`config.mk`:
```
export PLATFORM = sky130hd
export DESIGN_NAME = sata_rfis_parser
export DESIGN_NICKNAME = d
export VERILOG_FILES = /design/src/rtl/sata_fis_pkg.sv /design/src/rtl/sata_rfis_parser.sv
export SDC_FILE = /design/constraint.sdc
export NUM_CORES = 1
export LEC_CHECK = 0
export CAP_MARGIN = 25
export CORE_MARGIN = 2
export CORE_UTILIZATION = 54
export CTS_BUF_LIST = sky130_fd_sc_hd__clkbuf_8
export DETAILED_ROUTE_END_ITERATION = 10
export PLACE_DENSITY = 0.8
export SLEW_MARGIN = 20
export SYNTH_ARGS = -nofsm -noshare
export SYNTH_HDL_FRONTEND = slang
export SYNTH_SLANG_ARGS = --single-unit
```
`constraint.sdc`:
```
create_clock -name clk -period 13.3 [get_ports clk]
set_input_delay 3.99 -clock clk [delete_from_list [all_inputs] [get_ports clk]]
set_output_delay 3.99 -clock clk [all_outputs]
set_load 0.005 [all_outputs]
```
`src/rtl/sata_fis_pkg.sv`:
```
// Shared FIS type codes, parser FSM states and captured-field records for the
// SATA RX FIS command-layer front end.
package sata_fis_pkg;

    localparam logic [7:0] FIS_REG_D2H   = 8'h34;
    localparam logic [7:0] FIS_PIO_SETUP = 8'h5F;
    localparam logic [7:0] FIS_DMA_ACT   = 8'h39;
    localparam logic [7:0] FIS_DATA      = 8'h46;

    // Register D2H and PIO Setup are both five dwords long.
    localparam int REG_FIS_DW = 5;

    typedef enum logic [2:0] {
        ST_IDLE,
        ST_REG,
        ST_PIO,
        ST_DATA,
        ST_SKIP
    } fis_state_e;

    typedef struct packed {
        logic [7:0]  status;
        logic [7:0]  error;
        logic        irq;
        logic [7:0]  device;
        logic [47:0] lba;
        logic [15:0] count;
    } reg_fis_t;

    typedef struct packed {
        logic [7:0]  estatus;
        logic [15:0] xfer_cnt;
    } pio_fis_t;

endpackage

```
`src/rtl/sata_rfis_parser.sv`:
```
// RX FIS classifier: captures Register D2H / PIO Setup fields, forwards Data FIS
// payload, and pulses error strobes. Define SATA_RFIS_STATS_EN for FIS/error counters.
module sata_rfis_parser
    import sata_fis_pkg::*;
#(
    parameter int MAX_DATA_DW = 2048
) (
    input  logic        clk,
    input  logic        rst,
    input  logic        rfis_tvalid,
    input  logic        rfis_tlast,
    input  logic [31:0] rfis_tdata,
    input  logic        rfis_err,
    output logic        reg_valid,
    output logic [7:0]  reg_status,
    output logic [7:0]  reg_error,
    output logic        reg_irq,
    output logic [7:0]  reg_device,
    output logic [47:0] reg_lba,
    output logic [15:0] reg_count,
    output logic        pio_valid,
    output logic [7:0]  pio_estatus,
    output logic [15:0] pio_xfer_cnt,
    output logic        dma_act,
    output logic        data_tvalid,
    output logic        data_tlast,
    output logic [31:0] data_tdata,
    output logic        data_abort,
    output logic        fis_err
`ifdef SATA_RFIS_STATS_EN
    ,
    output logic [31:0] stat_fis_cnt,
    output logic [31:0] stat_err_cnt
`endif
);

    localparam int CW = $clog2(MAX_DATA_DW + 2);
    localparam logic [CW-1:0] CNT_MAX      = '1;
    localparam logic [CW-1:0] CNT_REG_LAST = CW'(REG_FIS_DW - 1);
    localparam logic [CW-1:0] DATA_LIM     = CW'(MAX_DATA_DW);

    fis_state_e  state_q, state_d;
    logic [CW-1:0] cnt_q, cnt_d, cnt_inc;
    reg_fis_t    sh_reg_q, sh_reg_d;
    logic [7:0]  sh_estatus_q, sh_estatus_d;
    logic        skip_err_q, skip_err_d;
    logic        trunc_q, trunc_d;
    logic        last_data_q, last_data_d;

    reg_fis_t    reg_q, reg_d;
    pio_fis_t    pio_q, pio_d;
    logic        reg_valid_q, reg_valid_d;
    logic        pio_valid_q, pio_valid_d;
    logic        dma_act_q, dma_act_d;
    logic        data_tvalid_q, data_tvalid_d;
    logic        data_tlast_q, data_tlast_d;
    logic [31:0] data_tdata_q, data_tdata_d;
    logic        data_abort_q, data_abort_d;
    logic        fis_err_q, fis_err_d;

    logic [7:0]  fis_type;
    assign fis_type = rfis_tdata[7:0];
    assign cnt_inc  = (cnt_q == CNT_MAX) ? cnt_q : cnt_q + CW'(1);

    always_comb begin
        state_d       = state_q;
        cnt_d         = cnt_q;
        sh_reg_d      = sh_reg_q;
        sh_estatus_d  = sh_estatus_q;
        skip_err_d    = skip_err_q;
        trunc_d       = 1'b0;
        last_data_d   = last_data_q;
        reg_d         = reg_q;
        pio_d         = pio_q;
        reg_valid_d   = 1'b0;
        pio_valid_d   = 1'b0;
        dma_act_d     = 1'b0;
        data_tvalid_d = 1'b0;
        data_tlast_d  = 1'b0;
        data_tdata_d  = data_tdata_q;
        // A truncation flagged last cycle reports one cycle after the forced tlast.
        data_abort_d  = trunc_q;
        fis_err_d     = trunc_q;

        if (rfis_err) begin
            state_d      = ST_IDLE;
            cnt_d        = '0;
            fis_err_d    = 1'b1;
            data_abort_d = trunc_q | last_data_q;
            last_data_d  = 1'b0;
            skip_err_d   = 1'b0;
        end else if (rfis_tvalid) begin
            unique case (state_q)
                ST_IDLE: begin
                    cnt_d           = CW'(1);
                    sh_reg_d.status = rfis_tdata[23:16];
                    sh_reg_d.error  = rfis_tdata[31:24];
                    sh_reg_d.irq    = rfis_tdata[14];
                    last_data_d     = (fis_type == FIS_DATA) && !rfis_tlast;
                    if (rfis_tlast) begin
                        if (fis_type == FIS_DMA_ACT) dma_act_d = 1'b1;
                        else                         fis_err_d = 1'b1;
                    end else begin
                        case (fis_type)
                            FIS_REG_D2H:   state_d = ST_REG;
                            FIS_PIO_SETUP: state_d = ST_PIO;
                            FIS_DATA:      state_d = ST_DATA;
                            default: begin
                                state_d    = ST_SKIP;
                                skip_err_d = 1'b1;
                            end
                        endcase
                    end
                end
                ST_REG, ST_PIO: begin
                    cnt_d = cnt_inc;
                    if (cnt_q == CW'(1)) begin
                        sh_reg_d.device    = rfis_tdata[31:24];
                        sh_reg_d.lba[23:0] = rfis_tdata[23:0];
                    end else if (cnt_q == CW'(2)) begin
                        sh_reg_d.lba[47:24] = rfis_tdata[23:0];
                    end else if (cnt_q == CW'(3)) begin
                        sh_reg_d.count = rfis_tdata[15:0];
                        sh_estatus_d   = rfis_tdata[31:24];
                    end
                    if (rfis_tlast) begin
                        state_d = ST_IDLE;
                        if (cnt_q != CNT_REG_LAST) begin
                            fis_err_d = 1'b1;
                        end else if (state_q == ST_REG) begin
                            reg_d       = sh_reg_q;
                            reg_valid_d = 1'b1;
                        end else begin
                            pio_d       = '{estatus: sh_estatus_q, xfer_cnt: rfis_tdata[15:0]};
                            pio_valid_d = 1'b1;
                        end
                    end
                end
                ST_DATA: begin
                    cnt_d         = cnt_inc;
                    data_tvalid_d = 1'b1;
                    data_tdata_d  = rfis_tdata;
                    if (rfis_tlast) begin
                        data_tlast_d = 1'b1;
                        state_d      = ST_IDLE;
                    end else if (cnt_q == DATA_LIM) begin
                        // Oversize payload: close the stream here, drop the rest silently.
                        data_tlast_d = 1'b1;
                        trunc_d      = 1'b1;
                        skip_err_d   = 1'b0;
                        state_d      = ST_SKIP;
                    end
                end
                ST_SKIP: begin
                    if (rfis_tlast) begin
                        if (skip_err_q) fis_err_d = 1'b1;
                        skip_err_d = 1'b0;
                        state_d    = ST_IDLE;
                    end
                end
                default: state_d = ST_IDLE;
            endcase
        end
    end

    always_ff @(posedge clk or posedge rst) begin
        if (rst) begin
            state_q       <= ST_IDLE;
            cnt_q         <= '0;
            sh_reg_q      <= '0;
            sh_estatus_q  <= '0;
            skip_err_q    <= 1'b0;
            trunc_q       <= 1'b0;
            last_data_q   <= 1'b0;
            reg_q         <= '0;
            pio_q         <= '0;
            reg_valid_q   <= 1'b0;
            pio_valid_q   <= 1'b0;
            dma_act_q     <= 1'b0;
            data_tvalid_q <= 1'b0;
            data_tlast_q  <= 1'b0;
            data_tdata_q  <= '0;
            data_abort_q  <= 1'b0;
            fis_err_q     <= 1'b0;
        end else begin
            state_q       <= state_d;
            cnt_q         <= cnt_d;
            sh_reg_q      <= sh_reg_d;
            sh_estatus_q  <= sh_estatus_d;
            skip_err_q    <= skip_err_d;
            trunc_q       <= trunc_d;
            last_data_q   <= last_data_d;
            reg_q         <= reg_d;
            pio_q         <= pio_d;
            reg_valid_q   <= reg_valid_d;
            pio_valid_q   <= pio_valid_d;
            dma_act_q     <= dma_act_d;
            data_tvalid_q <= data_tvalid_d;
            data_tlast_q  <= data_tlast_d;
            data_tdata_q  <= data_tdata_d;
            data_abort_q  <= data_abort_d;
            fis_err_q     <= fis_err_d;
        end
    end

    assign reg_valid    = reg_valid_q;
    assign reg_status   = reg_q.status;
    assign reg_error    = reg_q.error;
    assign reg_irq      = reg_q.irq;
    assign reg_device   = reg_q.device;
    assign reg_lba      = reg_q.lba;
    assign reg_count    = reg_q.count;
    assign pio_valid    = pio_valid_q;
    assign pio_estatus  = pio_q.estatus;
    assign pio_xfer_cnt = pio_q.xfer_cnt;
    assign dma_act      = dma_act_q;
    assign data_tvalid  = data_tvalid_q;
    assign data_tlast   = data_tlast_q;
    assign data_tdata   = data_tdata_q;
    assign data_abort   = data_abort_q;
    assign fis_err      = fis_err_q;

`ifdef SATA_RFIS_STATS_EN
    logic [31:0] stat_fis_cnt_q, stat_fis_cnt_d;
    logic [31:0] stat_err_cnt_q, stat_err_cnt_d;

    // An rfis_err in IDLE refers to a FIS already counted at its tlast.
    always_comb begin
        stat_fis_cnt_d = stat_fis_cnt_q;
        stat_err_cnt_d = stat_err_cnt_q;
        if ((rfis_tvalid && rfis_tlast) || (rfis_err && state_q != ST_IDLE))
            stat_fis_cnt_d = stat_fis_cnt_q + 32'd1;
        if (fis_err_d)
            stat_err_cnt_d = stat_err_cnt_q + 32'd1;
    end

    always_ff @(posedge clk or posedge rst) begin
        if (rst) begin
            stat_fis_cnt_q <= '0;
            stat_err_cnt_q <= '0;
        end else begin
            stat_fis_cnt_q <= stat_fis_cnt_d;
            stat_err_cnt_q <= stat_err_cnt_d;
        end
    end

    assign stat_fis_cnt = stat_fis_cnt_q;
    assign stat_err_cnt = stat_err_cnt_q;
`endif

endmodule

```
# Yosys cells after proc, flatten, opt, wreduce, memory -nomap -nowiden
# Cells that the tools add are included.
# word_totals
register_bits	267
input_bits	37
out_inout_bits	152
wordCells	142
# op_classes
add_sub_neg	1
n_eq_ne	22
mux	62
n_bitwise	6
reduce_logical	22
# ops
operator	n
1-bit two-way mux	48
12-bit two-way mux	3
12-bit equality test (second input constant)	2
12-bit by 2-bit equality test with 1-bit output (second input constant)	2
12-bit case mux with 2 select lines	1
3-bit two-way mux	6
3-bit inequality test (second input constant)	6
3-bit case mux with 3 select lines	2
6-bit AND reduction	3
8-bit by 6-bit equality test with 1-bit output (second input constant)	2
8-bit by 7-bit equality test with 1-bit output (second input constant)	2
12-bit by 1-bit adder with 12-bit output (second input constant)	1
12-bit by 1-bit equality test with 1-bit output (second input constant)	1
12-bit by 3-bit inequality test with 1-bit output (second input constant)	1
3-bit AND reduction	3
3-bit OR reduction	3
4-bit AND reduction	2
7-bit AND reduction	1
3-bit by 2-bit equality test with 1-bit output (second input constant)	2
1-bit case mux with 3 select lines	2
1-bit NOT	5
5-bit AND reduction	1
4-bit inequality test (second input constant)	1
2-bit nonzero test	2
other kinds (11)	11

# Longest topological paths before layout
# Gate-level depths: netlist of the first run.
# depth
ltp_word	7
depth_mapped	10
mapped_depth_nobuf	7

# Worst setup path before layout of the first run
# OpenSTA, ideal clock, no wires.
# synth_path
kind	input to register
start	in rfis_tvalid
end	reg sh_reg_q[10] (netlist bit)
setup_ps	125
arrival_ps	5887
required_time_ps	13175
setup_slack_ps	7288
path_stages	7
n_path_buf	2
path_cell_list	buf_2 or4b_4 nor4b_4 nand2_1 nor4b_4 buf_6 mux2_2
# synth_between
elab_chain_len	1
# synth_lines
element	line_no	text
from (decl)	sata_rfis_parser.sv:10	input logic rfis_tvalid,
6-bit AND reduction (no line)	-	
to (signal assigned)	sata_rfis_parser.sv:188	sh_reg_q <= sh_reg_d;
to (decl)	sata_rfis_parser.sv:44	reg_fis_t sh_reg_q, sh_reg_d;
# No other way between the ends.
# A chain may end at the register's enable or synchronous reset.

# Final worst setup path of the first run
# layout_path
start	in rfis_err
end	reg sh_reg_q[6] (netlist bit)
# layout_between
elab_chain_len	2
# layout_lines
element	line_no	text
from (decl)	sata_rfis_parser.sv:13	input logic rfis_err,
1-bit NOT (no line)	-	
6-bit AND reduction (no line)	-	
# No other way between the ends.

==> impl_metrics.env, run 1 <==
export IMPL_ys_warn_count=0
export IMPL_drt_initial_drc_count=374
export IMPL_fin_cells=1190
export IMPL_rows=51
export IMPL_multi_input_area_sq_um=3700
export IMPL_relSlewSlack_pct=37.0
export IMPL_routedWlPerCell_microns=20.2
export IMPL_ant_nets=0
export IMPL_antenna_found_initial=0
export IMPL_totalWireLength_mm=24.0
export IMPL_async_flop_share_pct=100
export IMPL_worstRegToRegCells=6
export IMPL_die_width_microns=144
export IMPL_first_global_vias=7063
export IMPL_grt_pass1_wl_mm=38.2
export IMPL_start_kind="primary input"
export IMPL_ctsResizeCount=0
export IMPL_cts_tree="done"
export IMPL_cpMaxStageDelayCell="clkdlybuf4s50_1"
export IMPL_coreArea_sq_um=19300
export IMPL_diodes=0
export IMPL_max_stage_delay_ps=690
export IMPL_cp_max_fo=19
export IMPL_initial_core_util_pct=54.6
export IMPL_htreeDepth=2
export IMPL_die_height_microns=144
export IMPL_syn_area_per_cell_sq_um=15.3
export IMPL_synth_edff_count=0
export IMPL_root_buffer="clkbuf_8"
export IMPL_finalPower_mw=1.64
export IMPL_p_seq_share_pct=51.6
export IMPL_setup_total_negative_slack_ps=0
export IMPL_areaGrowthSynthToFinish_pct=28.8
export IMPL_area_sequential_sq_um=6680
export IMPL_combPwrFrac_pct=5.2
export IMPL_routed_via_count=6664
export IMPL_synthFlopType="dfrtp_1"
export IMPL_synth_cell_type_count=57
export IMPL_synth_seq_cells=267
export IMPL_vdd_ir_drop_max_uv=77.2
export IMPL_internal_power_mw=1.27
export IMPL_finalSetupViolations=0
export IMPL_clkLatencyLatePin_ps=550
export IMPL_cts_path_max_buffers=3
export IMPL_place_area_sq_um=12700
export IMPL_ys_seq_area_share_pct=63.3
export IMPL_clockPowerShare_pct=43.2
export IMPL_place_congestion=0.844
export IMPL_finalClockSkew_ps=24.1
export IMPL_path_clk_slew_ps=60
export IMPL_p_per_area_nw_per_um2=121
export IMPL_drive_gt1_share_pct=35.4
export IMPL_numCtsBuffers=44
export IMPL_ios=189
export IMPL_cp_end_kind="flop"
export IMPL_stdcell_area_sq_um=13600
export IMPL_syn_nets=731
export IMPL_post_drt_via_cell_ratio=5.60
export IMPL_cp_data_arrival_time_ps=7090
export IMPL_placedCellCount=1115
export IMPL_dieArea_sq_um=20700
export IMPL_maxSlewViolCount=0
export IMPL_synth_cells=690
export IMPL_max_cap_viol_count=0
export IMPL_hold_viol_final=0
export IMPL_fin_nets=938
export IMPL_track_usage_pct=23.9
export IMPL_nFillCells=1312
export IMPL_fmax_mhz=150
export IMPL_grt_overflow_total=0
export IMPL_dp_hpwl_mm=15.7
export IMPL_hold_buffers=0
export IMPL_switching_share_pct=22.5
export IMPL_worst_pin_slew_ps=943
export IMPL_hold_path_depth=1
export IMPL_cp_required_ps=13720
export IMPL_drtPass1Iterations=5
export IMPL_cts_setup_buffers=0
export IMPL_grt_max_degree=108
export IMPL_hold_path_class="reg2reg"
export IMPL_worst_setup_path_type="in2reg"
export IMPL_p_switching_uw=370
export IMPL_p_leak_nw=6.56
export IMPL_route_detailed_drc=0
export IMPL_crit_top_cell="nor4b_4"
export IMPL_status="finished clean"
export IMPL_numPortBuffers=188
export IMPL_period_minus_slack_ps=6670
export IMPL_rsz0062_at_grt="false"
export IMPL_crit_path_cell_trace="clkdlybuf4s50_1, or4b_4, nor4b_4, nand2_1, nor4b_4, buf_4, mux2_2"
export IMPL_synth_area_sq_um=10500
export IMPL_hold_slack_ps=458
export IMPL_cts_sinks=267
export IMPL_fin_crit_sh_pct=50.2
-- power groups by stage --
stage / registers [mW] / clock network, mW / logic [mW]
after CTS: 0.849 / 0.727 / 0.0859
after global placement: 0.861 / 0 / 0.0821
after floorplan: 0.858 / 0 / 0.0485
final: 0.849 / 0.710 / 0.0854
after global routing: 0.852 / 0.764 / 0.0946
after detailed placement: 0.863 / 0 / 0.0852
-- worst max-delay path: cells and delay by family --
family	cells	cell delay, ps
AND/OR/NAND/NOR	4	1610
buffers and inverters	2	1090
multiplexers	1	380
-- layout by cell type, fill, tap and decap left out, drive strengths merged, types with 3 or more instances in the layout --
cell type | netlist | final
inv | 5 | 18
clkbuf | 25 | 60
o32ai | 3 | 3
nor2 | 14 | 14
nand2b | 3 | 3
nor4b | 4 | 4
dfrtp | 267 | 267
a21oi | 5 | 5
nor4 | 6 | 6
nor3b | 3 | 3
mux2 | 245 | 245
buf | 10 | 8
a31oi | 3 | 3
o21ai | 14 | 14
nor3 | 3 | 3
or4b | 3 | 3
and3 | 4 | 4
nand3 | 9 | 9
or3 | 4 | 4
nand2 | 14 | 14
clkdlybuf4s50 | 0 | 188
o31ai | 6 | 6
ha | 4 | 4
-- per-stage QoR --
stage / util (%) / worst slack (ps)
2_1_floorplan: - / 1960
3_3_place_gp: 65.6 / 6150
3_5_place_dp: 65.6 / 6090
4_1_cts: 70.1 / 6660
5_1_grt: 70.2 / 6510
6_report: 70.2 / 6630
-- cell families (layout without fill, tap and decap cells) --
kind of cell               count (synthesis)  after routing  share of synthesized area [%]
AOI/OAI and AO/OA                         48             48                           3.14
xor gates and xnor gates                   3              3                          0.249
adders and majority gates                  4              4                          0.475
buffers and inverters                     40            275                           1.64
DFF                                      267            267                           63.3
muxes                                    247            247                           26.3
and+or+nand+nor                           81             81                           4.80
-- cell type report --
class / instances / share of cell area, %
repair buffers: 196 / 14.4
clock inverters: 14 / 0.451
multi-input cells: 383 / 27.3
well taps: 265 / 2.44
flip-flops and latches: 267 / 49.2
clock buffers: 60 / 6.08
inverters: 5 / 0.193
-- synthesized netlist by cell type (all sizes together), types with 5 or more instances --
cell	n	area, sq um
dfrtp	267	6680
mux2	245	2760
clkbuf	25	93.8
nand2	14	52.6
nor2	14	52.6
o21ai	14	70.1
buf	10	60.1
nand3	9	45.0
nor4	6	43.8
o31ai	6	45.0
a21oi	5	25.0
inv	5	18.8
-- registers in the layout (all words and copies together), names as in the netlist, 3 cells and up --
register	cells
reg_status	8
reg_lba	48
state_q	3
reg_device	8
sh_reg_q	89
reg_count	16
reg_error	8
pio_estatus	8
sh_estatus_q	8
cnt_q	12
pio_xfer_cnt	16
data_tdata	32
-- per-layer routing --
metal | GRT usage [%] | share of wire [%] | vias up
met2 | 38.6 | 48 | 264
met5 | 0 | 0 | -
li1 | - | - | 2914
met3 | 8.70 | 9.3 | 48
met1 | 30.7 | 41 | 3438
met4 | 6.86 | 2.0 | 0
-- final timing paths --
| check | start | to | slack [ps] |
|---|---|---|---|
| hold reg to reg | trunc_q | data_abort | 460 |
| max in group asynchronous | rst | sh_reg_q[62] | 7900 |
| min in group asynchronous | rst | sh_reg_q[29] | 4020 |
| hold / removal | trunc_q | data_abort | 460 |
| setup reg to reg | state_q[2] | sh_reg_q[6] | 10240 |
| setup / recovery | rfis_err | sh_reg_q[6] | 6630 |
Power figures use the tool's default switching activity.
==> inputs of run 2 (changes only) <==
- clock period: 13.3 -> 6.6 ns (I/O delays scaled with it)
==> impl_metrics.env, run 2 (synthesis results as in run 1) <==
export IMPL_max_stage_delay_ps=740
export IMPL_first_global_vias=6963
export IMPL_hold_path_class="reg2reg"
export IMPL_maxSlewViolCount=0
export IMPL_setup_total_negative_slack_ps=0
export IMPL_cts_path_max_buffers=3
export IMPL_p_per_area_nw_per_um2=234
export IMPL_area_sequential_sq_um=6680
export IMPL_cts_sinks=267
export IMPL_fmax_mhz=220
export IMPL_largest_register_ffs=89
export IMPL_areaGrowthSynthToFinish_pct=27.8
export IMPL_cp_top_family="simple AND/OR/NAND/NOR gates"
export IMPL_cts_setup_buffers=0
export IMPL_cp_data_arrival_time_ps=4960
export IMPL_max_flop_register="sh_reg_q"
export IMPL_cp_depth=5
export IMPL_coreArea_sq_um=19300
export IMPL_post_drt_via_cell_ratio=5.55
export IMPL_multi_input_area_sq_um=3700
export IMPL_relSlewSlack_pct=38.5
export IMPL_hold_buffers=0
export IMPL_rows=51
export IMPL_worstRegToRegCells=4
export IMPL_period_minus_slack_ps=4550
export IMPL_vdd_ir_drop_max_uv=158
export IMPL_cp_end_kind="flop"
export IMPL_ctsResizeCount=0
export IMPL_stdcell_area_sq_um=13500
export IMPL_final_cell_mix="dfrtp_1, mux2_2, clkdlybuf4s50_1"
export IMPL_p_leak_nw=6.53
export IMPL_routed_via_count=6586
export IMPL_totalWireLength_mm=23.3
export IMPL_fin_nets=935
export IMPL_rsz0062_at_grt="false"
export IMPL_grt_max_degree=156
export IMPL_grt_overflow_total=0
export IMPL_finalSetupViolations=0
export IMPL_grt_pass1_wl_mm=37.2
export IMPL_clkLatencyLatePin_ps=540
export IMPL_routedWlPerCell_microns=19.7
export IMPL_finalClockSkew_ps=9.70
export IMPL_numCtsBuffers=42
export IMPL_htreeDepth=2
export IMPL_drt_initial_drc_count=323
export IMPL_fin_crit_sh_pct=69.0
export IMPL_crit_buf_inv=1
export IMPL_cp_max_fo=32
export IMPL_initial_core_util_pct=54.6
export IMPL_dieArea_sq_um=20700
export IMPL_root_buffer="clkbuf_8"
export IMPL_ios=189
export IMPL_place_congestion=0.873
export IMPL_drive_gt1_share_pct=34.3
export IMPL_hold_viol_final=0
export IMPL_ant_nets=0
export IMPL_status="finished clean"
export IMPL_path_clk_slew_ps=60
export IMPL_max_cap_viol_count=0
export IMPL_layout_commonest_cell="dfrtp_1"
export IMPL_route_detailed_drc=0
export IMPL_numPortBuffers=188
export IMPL_die_width_microns=144
export IMPL_start_kind="primary input"
export IMPL_crit_path_cell_trace="clkdlybuf4s50_1, or4b_4, nor4b_4, nand3_2, mux2_2"
export IMPL_worst_setup_path_type="in2reg"
export IMPL_track_usage_pct=23.3
export IMPL_worst_pin_slew_ps=921
export IMPL_antenna_found_initial=0
export IMPL_cpMaxStageDelayCell="nand3_2"
export IMPL_hold_slack_ps=478
export IMPL_diodes=0
export IMPL_cp_required_ps=7010
export IMPL_drtPass1Iterations=5
export IMPL_nFillCells=1312
export IMPL_cts_tree="done"
export IMPL_die_height_microns=144
export IMPL_place_area_sq_um=12700
export IMPL_dp_hpwl_mm=15.3
export IMPL_hold_path_depth=1
[run 2: layout make-up]
cell class / instances / area share (%)
Sequential cell: 267 / 49.6
Clock buffer: 49 / 5.00
Tap cell: 265 / 2.46
Clock inverter: 22 / 0.668
Inverter: 5 / 0.167
Timing Repair Buffer: 195 / 14.7
Multi-Input combinational cell: 383 / 27.5
[run 2: stage by stage]
step / total power [mW] / setup WS, ps / utilization [%] / std cells
CTS: 3.19 / 2040 / 69.6 / 1185
global route: 3.29 / 1890 / 69.7 / 1186
global placement: 1.90 / 1540 / 65.7 / 1114
detailed placement: 1.91 / 1480 / 65.7 / 1114
floorplan: 1.83 / 1090 / - / 690
finish: 3.15 / 2050 / 69.7 / 1186
[run 2: layer usage]
layer / GRT usage (%) / routed length [microns] / up-vias
met5: 0 / 0 / -
met4: 6.45 / 433 / 0
met3: 9.76 / 2230 / 39
met2: 37.2 / 11200 / 245
met1: 29.4 / 9480 / 3400
li1: - / - / 2902
[run 2: path summary, 6_finish.rpt]
kind | from | endpoint | slack [ps]
worst max-delay path | rfis_err | sh_reg_q[71] | 2050
worst min-delay path | trunc_q | data_abort | 480
worst max register to register | state_q[2] | sh_reg_q[71] | 3650
worst min register to register | trunc_q | data_abort | 480
max in group asynchronous | rst | reg_lba[25] | 3940
min in group asynchronous | rst | pio_xfer_cnt[11] | 1980
[run 2: power by group]
group / internal, mW / switching [mW]
Clock: 0.670 / 0.599
Combinational: 0.0830 / 0.0885
Sequential: 1.68 / 0.0294
[run 2: worst register-to-register path, cell delays in order, from the launching register on]
cell and delay [ps]:
dfrtp_1 560, or4b_4 630, nor4b_4 300, nand3_2 750, mux2_2 590
==> RTL edit, RTL diff (settings of run 2) <==
Add a define of `SATA_RFIS_STATS_EN`.
--- a/src/rtl/sata_rfis_parser.sv
+++ b/src/rtl/sata_rfis_parser.sv
@@ -2,2 +2,4 @@
 // payload, and pulses error strobes. Define SATA_RFIS_STATS_EN for FIS/error counters.
+`define SATA_RFIS_STATS_EN
+
 module sata_rfis_parser
Function (old outputs only; new: stat_err_cnt and stat_fis_cnt): no difference found for any inputs over 4 cycles, from zero or initial values and one cycle with rst high; that may be too few to reach the edited logic, so the function may still have changed.
==> RTL edit against run 2 <==
  * Wire length grew 28%
  * Sequential cell count increased by 64
  * Non-clock buffer count is 69 higher
  * Setup slack better by 0.12 ns
  * Synthesized area rose by 27%
  * Core utilization grew 1.5 points
  * Cell area increased by 28%
  * Power is 32% higher
  * Count of clock-buffer cells in the layout grew 16
==> RTL edit: results (changes against run 2) <==
| Metric | Value |
|---|---|
| GR met1 Demand/Resource | `29.9% (+0.55 points)` |
| Status | `finished clean` |
| Largest net degree at the start of global routing | `181 (+16%)` |
| Setup Skew | `0.0125 ns (+0.00277 ns)` |
| Share of cells above drive strength 1 | `26.3% (-8.0 points)` |
| Met2 GRT Util | `37.0% (-0.19 points)` |
| All-Layer GR Usage | `23.2% (-0.12 points)` |
| Critical path's largest stage delay | `0.66 ns (-0.08 ns)` |
| Compound-Gate Fraction of Synth Area | `2.43% (-0.72 points)` |
| Vias per cell | `5.42 (-2.3%)` |
| Critical Path Sink | `sh_reg_q[39]$_DFFE_PP0P_` |
| Core Util, Final | `71.2% (+1.5 points)` |
| Synthesized net count | `1002 (+37%)` |
| DRT iter0 DRCs | `483 (+50%)` |
| Critical R2R Launch | `cnt_q[5]$_DFFE_PP0P_` |
| Met3 usage | `8.58% (-1.2 points)` |
| Synth Area in XOR/XNOR | `4.18% (+3.9 points)` |
| Reg2reg setup slack | `3.24 ns (-0.41 ns)` |
| Setup ws final | `2.16 ns (+0.117 ns)` |
| Routed met3 length | `2690 µm (+21%)` |
| Fraction of synthesized area in multiplexers | `20.7% (-5.7 points)` |
| CP arrival | `4.88 ns (-0.08 ns)` |
| Syn avg cell area | `14.0 µm² (-8.5%)` |
| Post-route insts no fill | `1595 (+34%)` |
| Leak | `8.24 nW (+26%)` |
| IO buf count | `252 (+34%)` |
| Wl on met1 | `12400 µm (+31%)` |
| Vias in the first global route | `8992 (+29%)` |
| Switching power total | `0.996 mW (+39%)` |
| Worst Reg-to-Reg Cells | `5 (+1)` |
| Netlist cell types | `55 (-3.5%)` |
| VDD IR max | `217 µV (+37%)` |
| Seq/Total Area, Yosys | `61.8% (-1.6 points)` |
| Top post-synthesis cells by area | `dfrtp_1 62%, mux2_2 20%, xor2_1 2.9%` |
| Pwr/cell area | `241 nW/µm² (+3.1%)` |
| Dpl cell area | `16300 µm² (+28%)` |
| Global-route wire length before repair | `48400 µm (+30%)` |
| CTS Buf Count | `52 (+24%)` |
| Post-place setup slack | `1.62 ns (+0.142 ns)` |
| DP Cell Count | `1508 (+35%)` |
| Routed wl met2 | `14200 µm (+27%)` |
| Worst-Skew Late Latency | `0.56 ns (+0.02 ns)` |
| Clock-net power | `1.64 mW (+29%)` |
| Actual slew at the worst max-slew pin | `0.961 ns (+0.0399 ns)` |
| DR pass1 iterations | `7 (+2)` |
| NumNets Final | `1282 (+37%)` |
| Post-CTS setup buffer count | `0 (unchanged)` |
-- RTL edit: changes by cell type after synthesis, sizes merged, moves of 11 or more --
cell / change
nand3: +11
xnor2: +19
dfrtp: +64
nor3: +21
xor2: +42
nor2: +18
nand2: +33
nand4: +14
inv: +11
nor4: +11
-- RTL edit: final cells by class --
cell class / instances / share of cell area, %
clock buffer: 65 / 5.17
clock inverter: 21 / 0.549
inverter: 16 / 0.369
multi-input combinational: 574 / 28.3
sequential: 331 / 47.9
tap: 324 / 2.34
timing repair buffer: 264 / 15.4
-- RTL edit: how the worst min path moves through the flow --
stage	to	slack, ns	depth (start not counted)
global route	data_abort$_DFF_PP0_	0.45	1
global placement	data_abort$_DFF_PP0_	0.44	1
finish	data_abort$_DFF_PP0_	0.44	1
floorplan	data_abort$_DFF_PP0_	0.42	1
detailed placement	data_abort$_DFF_PP0_	0.44	1
CTS	data_abort$_DFF_PP0_	0.45	1
